## src/rtl/pcs_receive.sv

```systemverilog
// 1000BASE-X style PCS receive: turns synchronized 10-bit code-groups into GMII RXD/RX_DV/RX_ER.
// One-group pipeline (r_d1) with the live SUDI input used as lookahead for /T/R/ detection.
`timescale 1ns/1ps
module pcs_receive #(
  parameter logic [7:0] FC_OCTET  = 8'h0E,
  parameter logic [7:0] SOP_OCTET = 8'h55,
  parameter int         CNT_W     = 8
) (
  input  logic             i_clk,
  input  logic             i_reset,
  input  logic [9:0]       i_sudi,
  input  logic             i_rx_even,
  input  logic             i_code_sync,
  output logic [7:0]       o_rxd,
  output logic             o_rx_dv,
  output logic             o_rx_er,
  output logic             o_receiving,
  output logic [CNT_W-1:0] o_err_count
);

  // Code-groups written as abcdei_fghj; _N is the RD- column, _P the RD+ column.
  // /I/ is the second group of the idle ordered set (D16.2).
  localparam logic [9:0] K28_5_N = 10'b001111_1010;
  localparam logic [9:0] K28_5_P = 10'b110000_0101;
  localparam logic [9:0] IDLE_N  = 10'b011011_0101;
  localparam logic [9:0] IDLE_P  = 10'b100100_0101;
  localparam logic [9:0] SOP_N   = 10'b110110_1000;
  localparam logic [9:0] SOP_P   = 10'b001001_0111;
  localparam logic [9:0] TERM_N  = 10'b101110_1000;
  localparam logic [9:0] TERM_P  = 10'b010001_0111;
  localparam logic [9:0] EXT_N   = 10'b111010_1000;
  localparam logic [9:0] EXT_P   = 10'b000101_0111;

  typedef enum logic [2:0] {
    CG_DATA,
    CG_COMMA,
    CG_IDLE,
    CG_SOP,
    CG_TERM,
    CG_EXT,
    CG_INVALID
  } cg_t;

  typedef enum logic [2:0] {
    ST_LINK_FAILED,
    ST_WAIT_FOR_K,
    ST_IDLE_D,
    ST_FALSE_CARRIER,
    ST_RECEIVE,
    ST_TRR
  } state_t;

  function automatic logic [8:0] decode_data(input logic [9:0] cg);
    case (cg)
      10'b100111_0100, 10'b011000_1011: decode_data = {1'b1, 8'h00};
      10'b011101_0100, 10'b100010_1011: decode_data = {1'b1, 8'h01};
      10'b101101_1001, 10'b010010_1001: decode_data = {1'b1, 8'h22};
      10'b110001_0101:                  decode_data = {1'b1, 8'h43};
      10'b110101_0011, 10'b001010_1100: decode_data = {1'b1, 8'h64};
      10'b101001_1101, 10'b101001_0010: decode_data = {1'b1, 8'h85};
      10'b011001_1010:                  decode_data = {1'b1, 8'hA6};
      10'b111000_0110, 10'b000111_0110: decode_data = {1'b1, 8'hC7};
      10'b111001_0001, 10'b000110_1110: decode_data = {1'b1, 8'hE8};
      10'b100101_1110, 10'b100101_0001: decode_data = {1'b1, 8'hE9};
      default:                          decode_data = 9'h000;
    endcase
  endfunction

  function automatic logic [7:0] data_octet(input logic [9:0] cg);
    logic [8:0] dd;
    dd = decode_data(cg);
    data_octet = dd[7:0];
  endfunction

  function automatic cg_t classify(input logic [9:0] cg);
    logic [8:0] dd;
    dd = decode_data(cg);
    case (cg)
      K28_5_N, K28_5_P: classify = CG_COMMA;
      IDLE_N,  IDLE_P:  classify = CG_IDLE;
      SOP_N,   SOP_P:   classify = CG_SOP;
      TERM_N,  TERM_P:  classify = CG_TERM;
      EXT_N,   EXT_P:   classify = CG_EXT;
      default:          classify = dd[8] ? CG_DATA : CG_INVALID;
    endcase
  endfunction

  logic [9:0]       r_d1;
  logic             r_d1_even;
  state_t           r_state;
  logic [7:0]       r_rxd;
  logic             r_rx_dv;
  logic             r_rx_er;
  logic             r_receiving;
  logic [CNT_W-1:0] r_err_count;

  cg_t              w_d1_cls;
  cg_t              w_la_cls;
  logic [7:0]       w_d1_octet;

  assign w_d1_cls   = classify(r_d1);
  assign w_la_cls   = classify(i_sudi);
  assign w_d1_octet = data_octet(r_d1);

  always_ff @(posedge i_clk or posedge i_reset) begin
    if (i_reset) begin
      r_d1        <= '0;
      r_d1_even   <= 1'b0;
      r_state     <= ST_LINK_FAILED;
      r_rxd       <= '0;
      r_rx_dv     <= 1'b0;
      r_rx_er     <= 1'b0;
      r_receiving <= 1'b0;
      r_err_count <= '0;
    end else begin
      // RX_EVEN travels with its code-group so the comma test sees a matched pair.
      r_d1      <= i_sudi;
      r_d1_even <= i_rx_even;

      if (r_rx_er && (r_err_count != '1))
        r_err_count <= r_err_count + CNT_W'(1);

      r_rxd       <= '0;
      r_rx_dv     <= 1'b0;
      r_rx_er     <= 1'b0;
      r_receiving <= 1'b0;

      if (!i_code_sync) begin
        // Losing sync inside a packet leaves exactly one error cycle behind.
        r_state <= ST_LINK_FAILED;
        r_rx_er <= r_receiving;
      end else begin
        case (r_state)
          ST_LINK_FAILED: r_state <= ST_WAIT_FOR_K;

          ST_WAIT_FOR_K: begin
            if (w_d1_cls == CG_COMMA && r_d1_even)
              r_state <= ST_IDLE_D;
          end

          ST_IDLE_D: begin
            case (w_d1_cls)
              CG_SOP: begin
                r_rxd       <= SOP_OCTET;
                r_rx_dv     <= 1'b1;
                r_receiving <= 1'b1;
                r_state     <= ST_RECEIVE;
              end
              CG_IDLE, CG_COMMA: r_state <= ST_IDLE_D;
              default: begin
                r_rxd   <= FC_OCTET;
                r_rx_er <= 1'b1;
                r_state <= ST_FALSE_CARRIER;
              end
            endcase
          end

          ST_FALSE_CARRIER: begin
            if (w_d1_cls == CG_IDLE || w_d1_cls == CG_COMMA) begin
              r_state <= ST_IDLE_D;
            end else begin
              r_rxd   <= FC_OCTET;
              r_rx_er <= 1'b1;
            end
          end

          ST_RECEIVE: begin
            case (w_d1_cls)
              CG_DATA: begin
                r_rxd       <= w_d1_octet;
                r_rx_dv     <= 1'b1;
                r_receiving <= 1'b1;
              end
              CG_TERM: begin
                if (w_la_cls == CG_EXT) begin
                  r_state <= ST_TRR;
                end else begin
                  r_rxd       <= r_rxd;
                  r_rx_dv     <= 1'b1;
                  r_rx_er     <= 1'b1;
                  r_receiving <= 1'b1;
                end
              end
              CG_IDLE, CG_COMMA: begin
                r_rx_er <= 1'b1;
                r_state <= ST_IDLE_D;
              end
              default: begin
                r_rxd       <= r_rxd;
                r_rx_dv     <= 1'b1;
                r_rx_er     <= 1'b1;
                r_receiving <= 1'b1;
              end
            endcase
          end

          ST_TRR: begin
            case (w_d1_cls)
              CG_EXT:            r_state <= ST_TRR;
              CG_IDLE, CG_COMMA: r_state <= ST_IDLE_D;
              default: begin
                r_rxd   <= FC_OCTET;
                r_rx_er <= 1'b1;
                r_state <= ST_FALSE_CARRIER;
              end
            endcase
          end

          default: r_state <= ST_LINK_FAILED;
        endcase
      end
    end
  end

  assign o_rxd       = r_rxd;
  assign o_rx_dv     = r_rx_dv;
  assign o_rx_er     = r_rx_er;
  assign o_receiving = r_receiving;
  assign o_err_count = r_err_count;

endmodule

```

## config.mk

```make
export PLATFORM = sky130hd
export DESIGN_NAME = pcs_receive
export DESIGN_NICKNAME = d
export VERILOG_FILES = /design/src/rtl/pcs_receive.sv
export SDC_FILE = /design/constraint.sdc
export NUM_CORES = 1
export LEC_CHECK = 0
export CAP_MARGIN = 20
export CORE_UTILIZATION = 49
export CTS_CLUSTER_DIAMETER = 200
export DETAILED_ROUTE_END_ITERATION = 16
export PLACE_DENSITY = 0.78
export SETUP_SLACK_MARGIN = 0.4
export SLEW_MARGIN = 20
export SYNTH_ARGS = -nofsm -noshare
export SYNTH_HDL_FRONTEND = slang
export SYNTH_SLANG_ARGS = --single-unit
```

## constraint.sdc

```tcl
create_clock -name i_clk -period 2.62 [get_ports i_clk]
set_input_delay 0.524 -clock i_clk [delete_from_list [all_inputs] [get_ports i_clk]]
set_output_delay 0.524 -clock i_clk [all_outputs]
set_load 0.03 [all_outputs]
```

# ---- Word-level counts from Yosys, hierarchy flattened
# Index checks and enable logic that the tools add are counted.
dict set report totals {
  register_bits 32
  input_bits 14
  out_inout_bits 19
  elab_cells 149
}
dict set report classes {
  add_sub_neg 1
  eq_ne 73
  n_mux 32
  reduce_logical 36
}
# cell n
set op_table {}
lappend op_table {{$eq 10x10->1 const B} 32}
lappend op_table {{$pmux 9 s10} 2}
lappend op_table {{$eq 10x9->1 const B} 12}
lappend op_table {{$eq 10x7->1 const B} 6}
lappend op_table {{$eq 10x8->1 const B} 6}
lappend op_table {{$reduce_or 2->1} 27}
lappend op_table {{$pmux 8 s4} 1}
lappend op_table {{$pmux 3 s5} 2}
lappend op_table {{$pmux 8 s3} 1}
lappend op_table {{$mux 3} 6}
lappend op_table {{$pmux 3 s2} 3}
lappend op_table {{$pmux 3 s6} 1}
lappend op_table {{$mux 8} 2}
lappend op_table {{$eq 3x3->1 const B} 5}
lappend op_table {{$pmux 7 s2} 1}
lappend op_table {{$eq 3x2->1 const B} 4}
lappend op_table {{$add 8x1->8 const B} 1}
lappend op_table {{$mux 4} 2}
lappend op_table {{$ne 4x4->1 const B} 2}
lappend op_table {{$ne 8x8->1 const B} 1}
lappend op_table {{$mux 1} 7}
lappend op_table {{$eq 3x1->1 const B} 2}
lappend op_table {{$logic_not 3->1} 2}
lappend op_table {{$ne 3x3->1 const B} 2}
lappend op_table {{8 further kinds} 12}

# ---- Depth between registers and ports, before layout
dict set report logic_depth {
  depth_word 10
  depth_mapped 9
  mapped_depth_nobuf 6
}

# ---- Worst setup path after synthesis
# OpenSTA, ideal clock, no wires.
dict set report synth_timing {
  path_kind {reg2reg}
  startpoint {reg r_d1[6]}
  endpoint {reg r_rxd[0] (netlist: o_rxd[0])}
  setup_ns 0.126
  arrival_time_ns 2.074
  t_required_ns 2.494
  setup_slack_ns 0.420
  path_stages_with_launch 8
  n_path_buf 2
  period_less_slack_ns 2.200
  cell_sequence {dfrtp_1 buf_4 or4b_4 o32a_1 and4_4 buf_6 a31o_4 a221o_1}
}
dict set report synth_between {
  elab_chain_cells 10
  elab_cells_between_ends 57
  classes_between {eq/ne: 34; mux: 7; reduce/logical: 16}
}
# element line
set synth_rtl {}
lappend synth_rtl {{start: declaration} 88} ;# logic [9:0] r_d1;
lappend synth_rtl {{start signal: assignment} 117} ;# r_d1 <= i_sudi;
lappend synth_rtl {{$eq 10x10->1 (tied with other cells)} 54} ;# case (cg)
lappend synth_rtl {{$reduce_or 2->1} 54}
lappend synth_rtl {{$pmux 9 s10} 54}
lappend synth_rtl {{$mux 3} 84} ;# default: classify = dd[8] ? CG_DATA : CG_INVALID;
lappend synth_rtl {{$pmux 3 s5} 78} ;# case (cg)
lappend synth_rtl {{$eq 3x1->1 or $eq 3x2->1 (tied branches)} {142, 168}}
lappend synth_rtl {{$reduce_or 2->1} {142, 168}}
lappend synth_rtl {{$pmux 8 s3 or $pmux 7 s2 (tied branches)} {168, 142}}
lappend synth_rtl {{$pmux 8 s4} 133} ;# case (r_state)
lappend synth_rtl {{$mux 8} 128} ;# if (!i_code_sync) begin
lappend synth_rtl {{end signal: assignment} 170} ;# r_rxd <= w_d1_octet;
lappend synth_rtl {{end signal: assignment} 178} ;# r_rxd <= r_rxd;
lappend synth_rtl {{end signal: assignment} 189} ;# r_rxd <= r_rxd;
lappend synth_rtl {{end: declaration} 91} ;# logic [7:0] r_rxd;
# Parallel ways exist; a longest one is shown, timed or not.
# A chain may end at the register's enable or synchronous reset.

# ---- Worst setup path in the final report
dict set report layout_timing {
  startpoint {in i_sudi[5]}
  endpoint {reg r_rxd[2] (netlist: o_rxd[2])}
}
dict set report layout_between {
  elab_chain_cells 8
  elab_cells_between_ends 47
  classes_between {eq/ne: 30; mux: 3; reduce/logical: 14}
}
# element line
set layout_rtl {}
lappend layout_rtl {{start: declaration} 11} ;# input logic [9:0] i_sudi,
lappend layout_rtl {{$eq 10x10->1 (tied with other cells)} 54}
lappend layout_rtl {{$reduce_or 2->1} 54}
lappend layout_rtl {{$pmux 9 s10} 54}
lappend layout_rtl {{$mux 3} 84}
lappend layout_rtl {{$pmux 3 s5 (*)} 78}
lappend layout_rtl {{$eq 3x3->1 (*)} 175} ;# if (w_la_cls == CG_EXT) begin
lappend layout_rtl {{$ne 4x4->1 (no line) (*)} n/a}
lappend layout_rtl {{$reduce_and 2->1 (no line) (*)} n/a}
# Mark *: on every way between the ends. The rest lies on a longest branch, timed or not.

==> results.py <==
metrics = {
    "pwr": {
        "p_total_mw": 1.568,
        "leakage_nw": 1.155,
        "power_density_mw_per_mm2": 561.6,
        "vdd_drop_max_mv": 0.4645,
    },
    "min_path": {
        "hold-path-endpoint": "o_rxd[4]",
        "hp-class": "register to register",
        "min-delay-start": "o_rxd[4]",
        "hold_depth": 1,
    },
    "global_routing": {
        "grt_usage": 0.2406,
        "grtUsageMet1": 0.3333,
        "grt_overflow": 0,
        "grt_pass1_vias": 1688,
        "grtUsageMet2": 0.3485,
        "antenna_found_initial": 0,
        "grt_pass1_wl_um": 7886,
        "busiest_layer": "met2",
        "grt_max_degree": 33,
        "met3_usage": 0.05479,
    },
    "logic_synthesis": {
        "synth_top_family_by_area": "simple AND/OR/NAND/NOR gates",
        "synthFlopType": "dfrtp_1",
        "synthXorXnorAreaFrac": 0.02963,
        "avgSynthCellArea_um2": 9.407,
        "synth_compound_area_frac": 0.1663,
        "synth_area_leader_cell": "dfrtp_1",
        "synthAdderAreaFrac": 0.006046,
        "yosysSeqAreaShare": 0.3869,
        "synthArstFlopShare": 1.000,
        "ys_seq_elements": 32,
        "synth_top_area_share": 0.3869,
        "yosys.cell_types.count": 59,
        "synth-simple-area-share": 0.3549,
        "synth_edf_count": 0,
        "syn-instance-count": 220,
        "syn-cell-area_mm2": 0.002069,
        "yosys_warnings": 0,
        "muxShareOfSynthArea": 0.005441,
        "yosys-top-cells-area": "dfrtp_1, nand4_1, nand2_1, a221o_1, nand2b_1",
        "synth_fp_nets": 235,
    },
    "floorplanning": {
        "chipHeight_um": 66.99,
        "fp-row-count": 23,
        "initial_core_util": 0.5137,
        "die_x_um": 66.99,
        "core_area_mm2": 0.004029,
        "die-area_mm2": 0.004487,
        "ios": 33,
    },
    "sta": {
        "maxSlewHeadroom": 0.6404,
        "max_freq_mhz": 443.6,
        "whs_ns": 0.4868,
        "timing.final.crit_share": 0.8604,
        "rsz0062_at_grt": "yes",
        "drv_slew": 0,
        "period_minus_slack_ns": 2.254,
        "setup_viol": 0,
        "skew_ns": 0.008157,
        "setup_tns_ns": 0,
        "hold_viol": 0,
        "worstMarginPinSlew_ns": 0.5370,
        "setup_ws_ns": 0.3658,
    },
    "final_layout": {
        "postLayoutCellArea_mm2": 0.002793,
        "antenna_cells": 0,
        "final_common_cell": "clkdlybuf4s50_1",
        "nNetsFinal": 286,
        "multi_input_area_mm2": 0.001266,
        "drive_gt1_frac": 0.2574,
        "most-common-layout-cells": "clkdlybuf4s50_1, buf_4, dfrtp_1",
        "finalNonFillerCells": 322,
        "fin_util": 0.6932,
        "regArea_um2": 813.3,
        "fillers": 313,
        "syn_to_final_growth_pct": 34.95,
    },
    "setup_path": {
        "crit_chain": "clkdlybuf4s50_1, nand4bb_1, o41ai_2, buf_4, nor3b_1, a31o_4, a221o_1",
        "startpoint_type": "input port",
        "cp_max_fo": 8,
        "rr_worst_depth": 7,
        "r2r-start": "r_d1[9]",
        "critical_path.max_stage_delay_ns": 0.46,
        "crit_required_ns": 2.79,
        "arrival_ns": 2.43,
        "crit_slowest_cell": "clkdlybuf4s50_1",
        "r2r-end": "o_rxd[2]",
        "endpoint_kind": "register",
        "regToRegSetupSlack_ns": 0.39,
        "crit_type": "input port to register",
    },
    "drt": {
        "drt-vias-per-instance": 6.283,
        "wl_per_cell_um": 17.18,
        "final_antenna_net_count": 0,
        "drcViolationCount": 0,
        "drt_iter0_drc": 216,
        "drt-pass1-iter-count": 4,
        "finalWirelength_um": 5531,
        "vias": 2023,
    },
    "clock_network": {
        "cts_tree": "yes",
        "insertion_delay_ns": 0.28,
        "cts.sinks": 32,
        "cts_root_buf": "clkbuf_8",
        "cts.path.max_buffers": 2,
        "cts_inserted_buffers": 5,
        "cts_hold_buf": 0,
        "ctsHtreeMaxLevel": 2,
        "clk_transition_reported_paths_ns": 0.07,
    },
    "placement": {
        "dp_cells": 291,
        "dpl_worst_slack_ns": 0.1598,
        "routabilityCongestion": 0.9471,
        "dp_hpwl_um": 3426,
        "placed_area_mm2": 0.002389,
        "portBuffers": 32,
    },
    "flow_run": {
        "drv_cap": 0,
    },
    "outcome": {
        "outcome": "completed",
    },
}
logic make-up after synthesis:
| group | count (synthesis) |
|---|---|
| compound gates | 44 |
| xor+xnor | 7 |
| fa+ha+maj | 1 |
| buf+inv | 19 |
| flops | 32 |
| mux | 1 |
| simple gates | 116 |
per-layer routing:
metal | share of wire | vias up | wire, um
met4 | 0.038 | 0 | 210
met2 | 0.46 | 86 | 2560
met5 | 0 | - | 0
met1 | 0.44 | 966 | 2415
li1 | - | 946 | -
met3 | 0.062 | 25 | 345
timing repair:
item / in CTS / in global routing
pin swaps: 0 / 7
resized for setup: 10 / 27
setup buffers: 6 / 17
endpoints found under the setup margin: 8 / 12
cells in the mapped netlist, drive strengths merged (3+ instances only):
cell / n
a21oi: 7
a221o: 5
and2: 5
and3: 7
buf: 11
clkbuf: 3
dfrtp: 32
inv: 5
nand2: 17
nand2b: 8
nand3: 10
nand3b: 5
nand4: 15
nor2: 14
nor2b: 7
nor4b: 3
nor4bb: 4
o21ai: 5
xnor2: 5
power by group:
group	leakage (nW)	switching (mW)	total, mW	internal [mW]
combinational	0.706	0.243	0.462	0.219
sequential	0.394	0.0882	0.649	0.561
clock	0.0552	0.175	0.457	0.282
total	1.16	0.506	1.57	1.06
critical path: cells and delay by family:
kind	cells	cell delay, ns
compound gates	3	0.96
buf+inv	2	0.64
simple gates	2	0.29
layout make-up:
class                      count  share of cell area
multi-input combinational    169              0.4534
sequential                    32              0.2912
timing repair buffer          58              0.1877
clock buffer                   6             0.02599
tap                           50             0.02240
clock inverter                 2             0.01254
inverter                       5            0.006720
sequential cells by signal (all words and copies together) (netlist names):
| name | count |
|---|---|
| o_err_count | 8 |
| r_d1 | 10 |
| r_d1_even | 1 |
| o_rx_er | 1 |
| o_rxd | 8 |
| o_receiving | 1 |
| r_state | 3 |
how the worst max path moves through the flow:
stage / from / cells past startpoint / slack (ns) / end
3_3_place_gp: i_sudi[1] / 8 / 0.20 / o_rxd[0]
3_5_place_dp: i_sudi[7] / 8 / 0.16 / r_state[1]
2_1_floorplan: r_d1[6] / 7 / 0.42 / o_rxd[0]
5_1_grt: i_sudi[5] / 7 / 0.28 / r_state[1]
4_1_cts: r_d1[7] / 6 / 0.40 / o_rxd[3]
6_report: i_sudi[5] / 7 / 0.37 / o_rxd[2]
Power figures use the tool's default switching activity.
==> RTL edit 1, RTL diff (same settings) <==
Re-encode `state_t` (6 states) as one-hot, 6 bits wide.
--- a/src/rtl/pcs_receive.sv
+++ b/src/rtl/pcs_receive.sv
@@ -42,11 +42,11 @@
   } cg_t;
 
-  typedef enum logic [2:0] {
-    ST_LINK_FAILED,
-    ST_WAIT_FOR_K,
-    ST_IDLE_D,
-    ST_FALSE_CARRIER,
-    ST_RECEIVE,
-    ST_TRR
+  typedef enum logic [5:0] {
+    ST_LINK_FAILED   = 6'b000001,
+    ST_WAIT_FOR_K    = 6'b000010,
+    ST_IDLE_D        = 6'b000100,
+    ST_FALSE_CARRIER = 6'b001000,
+    ST_RECEIVE       = 6'b010000,
+    ST_TRR           = 6'b100000
   } state_t;
 
Behaviour: no difference found for any inputs over 10 cycles, from zero or initial values and one cycle with i_reset high; not proved beyond that.
==> RTL edit 1 against the unedited design <==
The flow now finishes with violations (DRC); maximum frequency increased by 0.14%; non-clock buffer count shrank 4; wire length grew 11%; die area increased by 14%; worst setup slack gained 3.3 ps; sequential share of layout area shrank 0.29 points; via count increased by 9.8%; final cell count increased by 8.1%; highest routed layer unchanged; synthesized area increased by 14%; sequential cell count is 3 higher; design area up 10%; hold slack gained 9.9 ps.
Power is not compared: it rests on default switching activity, and its combinational part moved more than twofold at a synthesized area within 25%.
==> RTL edit 1: results (changes against the unedited design) <==
metric,value,unit,change
FILL cells,328,,was 313
register area,887,um2,was 813 um2
seq_cells,35,,was 32
Nets,310,,was 286
max incr delay on CP,550,ps,was 460 ps
post-synthesis mux area share,0.477,%,was 0.544%
hold wc startpoint,o_rxd[0]$_DFFE_PP0P_,,was o_rxd[4]$_DFFE_PP0P_
post-cts sizing count,26,,was 10
sequential area share after synthesis,37.2,%,was 38.7%
DRT Pass-1 Iters,12,,was 4
Synth cell types,66,,was 59
Clock-cell share,2.72,%,was 3.85%
Inverters,7,,was 5
CP max FO,9,,was 8
Synth Area in XOR/XNOR,3.71,%,was 2.96%
Mapped Cells,250,,was 220
outcome,finished with violations,,was completed
placed instance area,2720,um2,was 2390 um2
Non-clock buffering overhead,15.7,%,was 18.8%
failing checks,DRC,,
post-route minimum period,2250,ps,about the same
Final Cell Area,3080,um2,was 2790 um2
largest net degree at the start of global routing,36,,was 33
area occupied by multi-input gates,1530,um2,was 1270 um2
final std cells w/o fill,348,,was 322
DP HPWL,4.18,mm,was 3.43 mm
crit path to,o_rxd[3]$_DFFE_PP0P_,,was o_rxd[2]$_DFFE_PP0P_
placed cells,329,,was 291
Via density,6.38,,was 6.28
gpl congestion,0.926,,was 0.947
first-pass GRT wire length,9.83,mm,was 7.89 mm
gr usage total,24.7,%,was 24.1%
register-to-register setup slack,370,ps,was 390 ps
Worst path slowest cell,or4_4,,was clkdlybuf4s50_1
"Net Count, Synth",265,,was 235
Setup WS pre-CTS,24.5,ps,was 160 ps
#MultiIn Comb,192,,was 169
drt drc,1,,was 0
Non-clk bufs,54,,was 58
hold endpoint,o_rxd[0]$_DFFE_PP0P_,,was o_rxd[4]$_DFFE_PP0P_
post-synthesis adder-cell area fraction,0.531,%,was 0.605%
Area contributors post-synth,"dfrtp_1, nor2_1, nor4b_1",,"was dfrtp_1, nand4_1, nand2_1"
row count,24,,was 23
compound-gate portion of the synthesized area,16.4,%,was 16.6%
WP data arrival,2480,ps,was 2430 ps
share of post-route cells with drive strength above 1,26.0,%,was 25.7%
"top cells by count, synth","dfrtp_1, nor2_1, nand2_1",,"was dfrtp_1, nand2_1, nand4_1"
RTL edit 1: cell count changes after synthesis, sizes merged, moves of 5 or more:
cell     change
nor3         +7
nor2         +5
nor4         +7
or4          +5
nand4b       +5
nand4        -9
o2bb2ai      +5
nor4b        +5
RTL edit 1: layer usage:
| metal | global-route usage [%] | up-vias | part of all wire [%] |
|---|---|---|---|
| li1 | - | 1047 | - |
| met1 | 34.9 | 1052 | 44 |
| met2 | 38.2 | 97 | 46 |
| met3 | 4.08 | 25 | 6.6 |
| met4 | 9.56 | 0 | 3.4 |
| met5 | 0 | - | 0 |
RTL edit 1: cell families after synthesis:
kind of cell	Yosys count
simple gates	133
compound gates	47
flops	35
buf+inv	23
xor+xnor	10
mux	1
fa+ha+maj	1
RTL edit 1: worst register-to-register path, delay by kind of cell (launching register included):
family | cells | cell delay [ps]
AOI/OAI and AO/OA | 2 | 390
buffers and inverters | 1 | 170
DFF | 1 | 480
and+or+nand+nor | 4 | 1150
==> RTL edit 2, RTL diff (same settings) <==
Made on the original files. Set the parameter `CNT_W` to 12 (it was 8).
--- a/src/rtl/pcs_receive.sv
+++ b/src/rtl/pcs_receive.sv
@@ -5,5 +5,5 @@
   parameter logic [7:0] FC_OCTET  = 8'h0E,
   parameter logic [7:0] SOP_OCTET = 8'h55,
-  parameter int         CNT_W     = 8
+  parameter int         CNT_W     = 12
 ) (
   input  logic             i_clk,
Interface: changed (resized o_err_count); port bits go from 33 to 37. The function was not compared with the original's and may differ.
==> RTL edit 2 against the unedited design <==
Utilization grew 7.7 points; worst setup slack got worse by 190 ps; total power increased by 6.6%; via count up 19%; synthesized area increased by 10%; design area is 22% higher; synthesized cell count is 8.2% higher; sequential cell count grew 4; global-route usage rose by 3.3 points; hold slack improved by 1.6 ps; combinational power shrank 4.5%; wire length is 28% higher; critical path depth grew 1; largest power group unchanged.
==> RTL edit 2: results (changes against the unedited design) <==
metric,value,unit,change
outcome,completed,,unchanged
CP max FO,5,,was 8
kind of cell adding the most delay to the critical path,simple AND/OR/NAND/NOR gates,,was compound AO/OA/AOI/OAI gates
register-to-register setup slack,180,ps,was 390 ps
first-pass GRT wire length,10.5,mm,was 7.89 mm
gr usage total,27.4,%,was 24.1%
CTS Root Cell,clkbuf_8,,unchanged
WP data arrival,2660,ps,was 2430 ps
"Net Count, Synth",253,,was 235
sequential area share after synthesis,39.4,%,was 38.7%
DP HPWL,4.01,mm,was 3.43 mm
FILL cells,304,,was 313
vias in the first global route,2204,,was 1688
cts bufs inserted,5,,unchanged
"top cells by count, synth","dfrtp_1, nor2_1, nand2_1",,"was dfrtp_1, nand2_1, nand4_1"
share of post-route cells with drive strength above 1,35.6,%,was 25.7%
# Post-CTS Setup Buffers,20,,was 6
peak supply drop,0.461,mV,was 0.465 mV
Nets,329,,was 286
largest net degree at the start of global routing,37,,was 33
Static Leak,1.40,nW,was 1.16 nW
Antenna Cells,0,,unchanged
Synth cell types,64,,was 59
Power Density,492,nW/um2,was 562 nW/um2
Via density,6.55,,was 6.28
crit path from,r_d1[5]$_DFF_PP0_,,was i_sudi[5]
total number of H-tree levels,2,,unchanged
max incr delay on CP,540,ps,was 460 ps
origin of the critical flop-to-flop path,r_d1[5]$_DFF_PP0_,,was r_d1[9]$_DFF_PP0_
Area contributors post-synth,"dfrtp_1, nand2b_1, nand4b_1",,"was dfrtp_1, nand4_1, nand2_1"
seq pwr,0.688,mW,was 0.649 mW
Clock Skew,6.80,ps,was 8.16 ps
hold wc startpoint,o_err_count[9]$_DFFE_PP0P_,,was o_rxd[4]$_DFFE_PP0P_
Worst path slowest cell,or4b_1,,was clkdlybuf4s50_1
Initial DRC Count,192,,was 216
DRT Pass-1 Iters,5,,was 4
initial antenna violation count,0,,unchanged
Syn Area/Cell,9.60,um2,was 9.41 um2
gpl congestion,0.973,,was 0.947
Setup WS pre-CTS,-31.3,ps,was 160 ps
post-cts sizing count,38,,was 10
Largest register FFs,12,,was 10
"wirelength, routed",7.10,mm,was 5.53 mm
P_clk,0.543,mW,was 0.457 mW
post-route minimum period,2440,ps,was 2250 ps
Hold Crit Class,register to register,,unchanged
Skew-Pair Late Insertion Delay,310,ps,was 280 ps
clock slew at reported path FFs,70,ps,about the same
Routed WL per cell,19.3,um,was 17.2 um
relative slew slack,42.2,%,was 64.0%
# port buffers,36,,was 32
switching part of the total,31.2,%,was 32.3%
async set or reset register ratio after synthesis,100,%,unchanged
synth warn,0,,unchanged
## RTL edit 2: changes by cell type in the layout (fill, tap and decap cells not counted), sizes merged, moves of 7 or more
cell,change
buf,+17
nand4,-9
nor4,+8
nor3,+7
inv,+7
## RTL edit 2: layer usage
layer	track usage [%]	vias up	routed length, um
met3	6.49	43	575
met2	43.8	152	3440
li1	-	1071	-
met5	0	-	0
met4	12.7	0	308
met1	34.9	1137	2780
## RTL edit 2: per-stage QoR
step | area [um2] | setup TNS, ps | hold slack [ps]
3_3_place_gp | 2760 | 0 | 487
3_5_place_dp | 2760 | -31.3 | 485
2_1_floorplan | 2280 | 0 | 555
6_report | 3400 | 0 | 488
4_1_cts | 3200 | 0 | 496
5_1_grt | 3400 | 0 | 514
## RTL edit 2: final timing paths
check | endpoint | cells after the start
worst max-delay path | o_rx_er$_DFF_PP0_ | 8
worst min-delay path | o_err_count[9]$_DFFE_PP0P_ | 1
worst max register to register | o_rx_er$_DFF_PP0_ | 8
worst min register to register | o_err_count[9]$_DFFE_PP0P_ | 1
max in group asynchronous | r_d1[8]$_DFF_PP0_ | 3
min in group asynchronous | o_err_count[0]$_DFFE_PP0P_ | 3
## RTL edit 2: area by class of cell
class                   count  area [um2]  share of cell area (%)
clock buffers               7        96.3                    2.83
clock inverters             1        30.0                   0.883
inverters                  12        45.0                    1.32
multi-input cells         181        1560                    45.8
flip-flops and latches     36         911                    26.8
well taps                  52        65.1                    1.91
repair buffers             78         697                    20.5
## RTL edit 2: cells by family after synthesis
| group | Yosys count | share of synthesized area (%) |
|---|---|---|
| simple gates | 115 | 32.5 |
| compound gates | 53 | 18.3 |
| flops | 36 | 39.4 |
| buf+inv | 21 | 4.44 |
| xor+xnor | 11 | 4.22 |
| mux | 1 | 0.493 |
| fa+ha+maj | 1 | 0.548 |
